<file path="config.mk">
export PLATFORM = sky130hd
export DESIGN_NAME = reg_file
export DESIGN_NICKNAME = d
export VERILOG_FILES = /design/src/rtl/reg_file_pkg.sv /design/src/rtl/reg_file_ram_if.sv /design/src/rtl/reg_file.sv
export SDC_FILE = /design/constraint.sdc
export NUM_CORES = 2
export LEC_CHECK = 0
export ABC_AREA = 1
export CAP_MARGIN = 0
export CORE_MARGIN = 5
export CORE_UTILIZATION = 64
export DETAILED_ROUTE_END_ITERATION = 10
export HOLD_SLACK_MARGIN = 0.03
export PLACE_DENSITY = 0.83
export SLEW_MARGIN = 20
export SYNTH_ARGS = -nofsm -noshare
export SYNTH_HDL_FRONTEND = slang
export SYNTH_HIERARCHICAL = 1
export SYNTH_SLANG_ARGS = --single-unit
export TNS_END_PERCENT = 1
</file>
<file path="constraint.sdc">
create_clock -name clk -period 62.1 [get_ports clk]
set_input_delay 12.42 -clock clk [delete_from_list [all_inputs] [get_ports clk]]
set_output_delay 12.42 -clock clk [all_outputs]
set_load 0.01 [all_outputs]
</file>
<file path="src/rtl/reg_file_pkg.sv">
// Shared register map and STATUS bit positions for the APB register file.
// Holds no logic, so it adds no latency and has no backpressure behaviour.
package reg_file_pkg;

    typedef enum logic [3:0] {
        STATUS         = 4'd0,
        GO             = 4'd1,
        CENT_1         = 4'd2,
        CENT_2         = 4'd3,
        CENT_3         = 4'd4,
        CENT_4         = 4'd5,
        CENT_5         = 4'd6,
        CENT_6         = 4'd7,
        CENT_7         = 4'd8,
        CENT_8         = 4'd9,
        RAM_ADDR       = 4'd10,
        RAM_DATA       = 4'd11,
        FIRST_RAM_ADDR = 4'd12,
        LAST_RAM_ADDR  = 4'd13
    } reg_idx_t;

    localparam int REG_COUNT       = 14;
    // STATUS and GO are not plain storage; data registers start at CENT_1.
    localparam int FIRST_DATA_REG  = 2;
    localparam int STATUS_BUSY_BIT = 0;
    localparam int STATUS_DONE_BIT = 1;

endpackage

</file>
<file path="src/rtl/reg_file_ram_if.sv">
// Turns an accepted RAM_DATA write into a one-cycle active-low RAM write strobe.
// Latency: strobe is driven in the cycle after the request edge.
// Backpressure: none; one strobe per request, requests are never dropped.
module reg_file_ram_if (
    input  logic clk,
    input  logic rst,
    input  logic wr_req,
    output logic chip_select_ram_n,
    output logic out_en_ram_n,
    output logic w_r_ram_n
);

    logic wr_pulse;

    always_ff @(posedge clk or posedge rst) begin
        if (rst) begin
            wr_pulse <= 1'b0;
        end else begin
            wr_pulse <= wr_req;
        end
    end

    assign chip_select_ram_n = ~wr_pulse;
    assign w_r_ram_n         = wr_pulse;
    assign out_en_ram_n      = 1'b1;

endmodule

</file>
<file path="src/rtl/reg_file.sv">
// APB-accessible control/status register file shared with a compute core and a RAM port.
// Latency: writes commit on the access edge; reads are combinational; go/RAM strobes one cycle later.
// Backpressure: none, pready is tied high (zero wait states).
module reg_file
    import reg_file_pkg::*;
#(
    parameter int addrWidth = 8,
    parameter int dataWidth = 91
) (
    input  logic                 clk,
    input  logic                 rst,
    input  logic [addrWidth-1:0] paddr,
    input  logic                 pwrite,
    input  logic                 psel,
    input  logic                 penable,
    input  logic [dataWidth-1:0] pwdata,
    output logic [dataWidth-1:0] prdata,
    output logic                 pready,
    input  logic [addrWidth-1:0] reg_num,
    input  logic                 reg_write,
    input  logic [dataWidth-1:0] reg_write_data,
    output logic                 interupt,
    output logic                 go_core,
    output logic                 w_r_ram_n,
    output logic                 out_en_ram_n,
    output logic                 chip_select_ram_n,
    output logic [dataWidth-1:0] data2core,
    output logic [dataWidth-1:0] address2core
);

    logic                 busy;
    logic                 done;
    logic [dataWidth-1:0] regs [FIRST_DATA_REG:REG_COUNT-1];

    logic apb_wr;
    logic apb_status_wr;
    logic core_status_wr;
    logic go_accept;
    logic ram_wr_req;

    assign apb_wr         = psel & penable & pwrite;
    assign apb_status_wr  = apb_wr && (paddr == addrWidth'(STATUS));
    assign core_status_wr = reg_write && (reg_num == addrWidth'(STATUS));
    // A core update of STATUS on the same edge owns busy/done, so GO is not accepted then.
    assign go_accept      = apb_wr && (paddr == addrWidth'(GO)) && pwdata[0]
                            && !busy && !core_status_wr;
    assign ram_wr_req     = apb_wr && (paddr == addrWidth'(RAM_DATA)) && !busy;

    always_ff @(posedge clk or posedge rst) begin
        if (rst) begin
            busy    <= 1'b0;
            done    <= 1'b0;
            go_core <= 1'b0;
        end else begin
            go_core <= go_accept;
            if (core_status_wr) begin
                busy <= reg_write_data[STATUS_BUSY_BIT];
                done <= reg_write_data[STATUS_DONE_BIT];
            end else if (go_accept) begin
                busy <= 1'b1;
                done <= 1'b0;
            end else if (apb_status_wr) begin
                done <= 1'b0;
            end
        end
    end

    // Core writes are always accepted and take priority; APB writes are locked out while busy.
    always_ff @(posedge clk or posedge rst) begin
        if (rst) begin
            for (int i = FIRST_DATA_REG; i < REG_COUNT; i++) begin
                regs[i] <= '0;
            end
        end else begin
            for (int i = FIRST_DATA_REG; i < REG_COUNT; i++) begin
                if (reg_write && (reg_num == addrWidth'(i))) begin
                    regs[i] <= reg_write_data;
                end else if (apb_wr && !busy && (paddr == addrWidth'(i))) begin
                    regs[i] <= pwdata;
                end
            end
        end
    end

    always_comb begin
        prdata = '0;
        if (psel && !pwrite) begin
            if (paddr == addrWidth'(STATUS)) begin
                prdata[STATUS_BUSY_BIT] = busy;
                prdata[STATUS_DONE_BIT] = done;
            end
            for (int i = FIRST_DATA_REG; i < REG_COUNT; i++) begin
                if (paddr == addrWidth'(i)) begin
                    prdata = regs[i];
                end
            end
        end
    end

    assign pready       = 1'b1;
    assign interupt     = done;
    assign address2core = regs[int'(RAM_ADDR)];
    assign data2core    = regs[int'(RAM_DATA)];

    reg_file_ram_if u_ram_if (
        .clk               (clk),
        .rst               (rst),
        .wr_req            (ram_wr_req),
        .chip_select_ram_n (chip_select_ram_n),
        .out_en_ram_n      (out_en_ram_n),
        .w_r_ram_n         (w_r_ram_n)
    );

endmodule

</file>
Word level (Yosys, flattened, before mapping)
Cells that the tools add are included.
Operators by class
  equality and inequality tests: 25
  multiplexer cells: 43
  bitwise logic cells: 3
  reductions and logical operators: 53
Operator list (number)
  $mux 91: 37
  $eq 8x4->1 const B: 12
  $eq 8x3->1 const B: 8
  $logic_and 1x1->1: 34
  $eq 8x2->1 const B: 4
  $reduce_bool 2->1: 13
  $logic_not 8->1: 2
  $eq 8x1->1 const B: 1
  $mux 1: 5
  $logic_not 1->1: 3
  $reduce_bool 3->1: 1
  $and 1x1->1: 2
  $mux 2: 1
  $not 1->1: 1
Word-level totals
  register bits: 1096
  bits of input ports: 204
  output and inout port bits: 279
  word-level logic and storage cells: 140

Longest topological paths before layout
  depth in word-level cells: 15
  gate-level depth with buffers: 15
  gate-level depth less buffers: 13

Hierarchy
The synthesis kept the hierarchy.
Modules (own cells, without submodules)
  reg_file: instances 1, cells each 8697, area each 61211.2 um^2
  reg_file_ram_if: instances 1, cells each 5, area each 43.8 um^2

Least setup slack after synthesis
OpenSTA, ideal clock, no wires.
  path kind: in2out
  from: in paddr[7]
  to: out prdata[33]
  data arrival time: 13.833 ns
  data required time: 49.680 ns
  setup slack: 35.847 ns
  stages on the path: 9
  buffers on the path: 2
  cell sequence: nor2_2 -> nand2_4 -> clkinv_2 -> nand2_1 -> nor2_4 -> buf_2 -> clkbuf_1 -> a21oi_1 -> a21oi_1
On the way
  word-level cells in the longest chain between the ends: 14
RTL lines
  from (decl): line reg_file.sv:12  | input logic [addrWidth-1:0] paddr,
  $eq 8x2->1: line reg_file.sv:93  | if (paddr == addrWidth'(i)) begin
  $mux 91 (11 in series): line reg_file.sv:93
  $mux 91 (*): line reg_file.sv:93
  $mux 91 (*): line reg_file.sv:87  | if (psel && !pwrite) begin
  to (decl): line reg_file.sv:17  | output logic [dataWidth-1:0] prdata,
Mark *: on every way between the ends. The rest lies on a longest branch, timed or not.

Worst setup path in the final report
Same ends and word-level chain as after synthesis.

==> reports/summary.md <==
The maximum net fanout on the critical path was 47. The root buffer cell chosen for the clock tree is clkbuf_16. Walking the worst path, the cells encountered are clkdlybuf4s50_1, nor2_2, nand2_4, nor2_4, buf_4, nand2_2, clkinv_2, buf_4, a21oi_1, nand3_1, nand2_1, nand4_1, nand2_1, a21oi_1, clkdlybuf4s50_1.

TritonCTS built the clock tree. Dividing the detail-routed via count by the number of cells gives 6.30. The reg-to-reg startpoint was busy. Routability-driven placement finished with a final weighted congestion of 0.897. The via count of the first global-routing pass came out at 59291. At the pin with the least slew margin, the transition time is 1.27 ns. Dividing the detail-routed wire length by the instance count gives 21.9 um.

The worst path arrival time is 17.59 ns. The floorplan step set the die height to 319 um. In this run the worst hold path is classified as register to register.

The run gives 0 as the number of maximum-capacitance violations. The starting density of the core was 64.5%; the number of buffer and inverter instances along the worst setup path was 5. The synthesized design contains 1096 register bits. The number of detailed-route iterations in the first pass is 9. At the later pin of the worst-skew pair, clock insertion delay measures 0.70 ns.

Pin placement for this block handled 483 I/O pins. Clock tree synthesis inserted a total of 115 buffers. The stage delay of the slowest cell on the critical path was 0.79 ns; the net count after synthesis was 8906. VDD sags by at most 0.0000225 V. The post-detailed-placement cell area came out at 0.0639 mm^2. The maximum number of pins on one net before global-route repair was 187.

The mean area per synthesized cell works out to 7.04 um^2. The tools report the post-synthesis sequential area ratio as 44.8%. The tools report the maximum level of the CTS H-tree as 3.

The synthesized netlist contains 32 unique library cells. The dominant cell by count in the synthesized netlist was nand2_1. The tools report the launch point of the worst hold path as regs[889]. The logs give 0 ns for the post-route setup TNS and 0 for the number of gates given a new drive strength after cts.

Global routing finished with a remaining overflow of 0. Origin of the worst setup path: paddr[7]. The clock passes through at most 3 buffers.

Highest clock frequency the design can meet: 0.0333 GHz. The layout has 7749 filler cells. At the end of the flow, the number of nets in the layout was 8657. The critical path in this run is classified as input port to primary output. Measured against its own limit, the worst slew margin works out to 15.0%.

The number of enable flip-flop cells after synthesis came out at 0. After detailed routing, the total wire length is 215 mm. The flow ran to the end, and the final reports show no timing, DRC or antenna violations.

The post-synthesis to final-layout area growth works out to 10.7%. The tools report the count of synthesis-stage warnings from yosys as 6. The number of antenna violations at the first check in global routing came out at 16. Overall via count from detail_route: 61853.

After floorplanning, the core was divided into 113 placement rows. Cell family contributing the most delay on the critical path: buffers and inverters. After detailed routing, the number of remaining DRC violations is 0. The number of failing hold endpoints at the final stage was 0; the die width was 319 um. The area fraction of the dominant cell type after synthesis was 44.8%.

The run gives 31.8 nW as the static leakage. Global routing consumed, over all layers together, 40.7% of the routing resources. Final setup skew: 0.0221 ns. After synthesis, the cell types taking the most area are dfrtp_1 (45%), nand2_1 (18%), o21ai_0 (12%). In the synthesized netlist the async set-or-reset flop fraction comes to 100%. Setup violations remaining at the end of the flow were counted as 0. The residual antenna-violating net count after detailed routing is 0, and the fraction of final layout cells with drive strength greater than 1 is 4.42%. STA classifies the critical path startpoint as an input port. The floorplan step defined a die boundary enclosing 0.102 mm^2. For this block, the initial DRC count from the detailed router was 9164.

Post-CTS timing repair inserted 0 buffers for setup. STA puts the critical path data required time at 49.68 ns. Port buffering added 480 buffers.

The share of the cycle needed by the critical path after routing is 48.3%, and the post-DP HPWL is 124 mm. The core box area was 0.0950 mm^2. The cell at the slowest stage of the critical path was buf_4. The post-route cell area was 0.0678 mm^2.

Dividing total power by cell area gives a power density of 24.7 mW/mm^2. The most used flip-flop cell after synthesis is dfrtp_1. For the final max-slew violation count, the log shows 0. The first global-routing pass estimated 333 mm of wire. Synthesis produced 8702 cells. dfrtp_1 takes more of the synthesized area than any other cell.

Sorting the synthesized cells by how often they occur yields nand2_1 (2949), o21ai_0 (1479), dfrtp_1 (1096). After clock tree synthesis, the clock-pin slew on the worst setup and hold paths is 0.06 ns. Setup repair after global routing left no endpoint under its margin. Post-synthesis cell area: 0.0613 mm^2.

STA classifies the critical path endpoint as a primary output. The worst path in the final design needs a cycle of 30.01 ns, including I/O delays and setup. The count of hold-fix buffers inserted at cts was 0. CTS saw 1096 sinks.
[power breakdown]
part | internal, W | total [W] | leakage (nW) | switching (W)
clock | 0.000415 | 0.000713 | 1.93 | 0.000298
sequential | 0.000760 | 0.000791 | 15.0 | 0.0000309
combinational | 0.0000660 | 0.000168 | 14.8 | 0.000102
[registers in the layout, summed over array words and instances, names as in the netlist]
register	count
regs	910
interupt	1
go_core	1
busy	1
u_ram_if/w_r_ram_n	1
address2core	91
data2core	91
[worst paths after layout]
check / cells past startpoint / to / slack [ns]
max: 15 / prdata[33] / 32.09
min: 2 / regs[889] / 0.48
max reg2reg: 7 / regs[583] / 58.72
min reg2reg: 2 / regs[889] / 0.48
max in group asynchronous: 5 / regs[1032] / 46.58
min in group asynchronous: 2 / u_ram_if/w_r_ram_n / 12.01
[layout make-up]
cell class | count | area [um^2] | share of cell area [%]
multi-input cells | 6247 | 27700 | 40.9
flip-flops and latches | 1096 | 27400 | 40.4
repair buffers | 554 | 5470 | 8.06
clock buffers | 169 | 3450 | 5.08
inverters | 439 | 1730 | 2.54
well taps | 1265 | 1580 | 2.33
clock inverters | 41 | 419 | 0.618
diodes | 14 | 35.0 | 0.0517
[metrics by stage]
stage	utilization (%)	setup WS [ns]	hold slack [ns]	power (W)	instances
2_1_floorplan	-	18.85	0.446	0.000908	8702
3_3_place_gp	67.2	32.50	0.462	0.000959	9598
3_5_place_dp	67.2	32.43	0.470	0.000966	9599
4_1_cts	71.3	32.42	0.485	0.00167	9809
5_1_grt	71.4	32.00	0.500	0.00173	9822
6_report	71.4	32.09	0.483	0.00167	9825
[metal layers]
layer  vias to the layer above  routed length [um]  track usage (%)
li1                      27601                   -                -
met2                      4353               95400             62.8
met3                       899               27700             11.1
met4                         8               12600             22.8
met1                     28992               79600             52.2
met5                         -                  77            0.278
[worst register-to-register path: stages, from the launching register on]
cell     delay [ns]
dfrtp_1        0.38
nor2_1         0.10
inv_1          0.50
o22ai_1        0.30
inv_6          0.75
buf_4          0.90
nand2_1        0.21
o21ai_1        0.14
[kinds of logic (layout without fill, tap and decap cells)]
group	count (synthesis)	in the layout	share of synthesized area, %
compound gates	2395	2395	19.8
buf+inv	1359	1203	10.2
flops	1096	1096	44.8
other cells	2	16	0.0123
simple gates	3850	3850	25.2
[cells in the final DEF, fill, tap and decap left out, drive strengths merged, types with 2 or more instances in the layout]
cell type	Yosys	final
bufinv	0	8
nor4	5	5
clkinv	91	124
nand4	156	156
o22ai	4	4
dfrtp	1096	1096
buf	423	74
clkdlybuf4s50	0	480
nand3	281	281
diode	0	14
a31oi	88	88
conb	2	2
nand2	2953	2953
o21ai	2140	2140
or2	61	61
inv	348	347
nor2	392	392
clkbuf	497	169
a21oi	162	162
No activity file was read; power rests on OpenSTA's default activity.
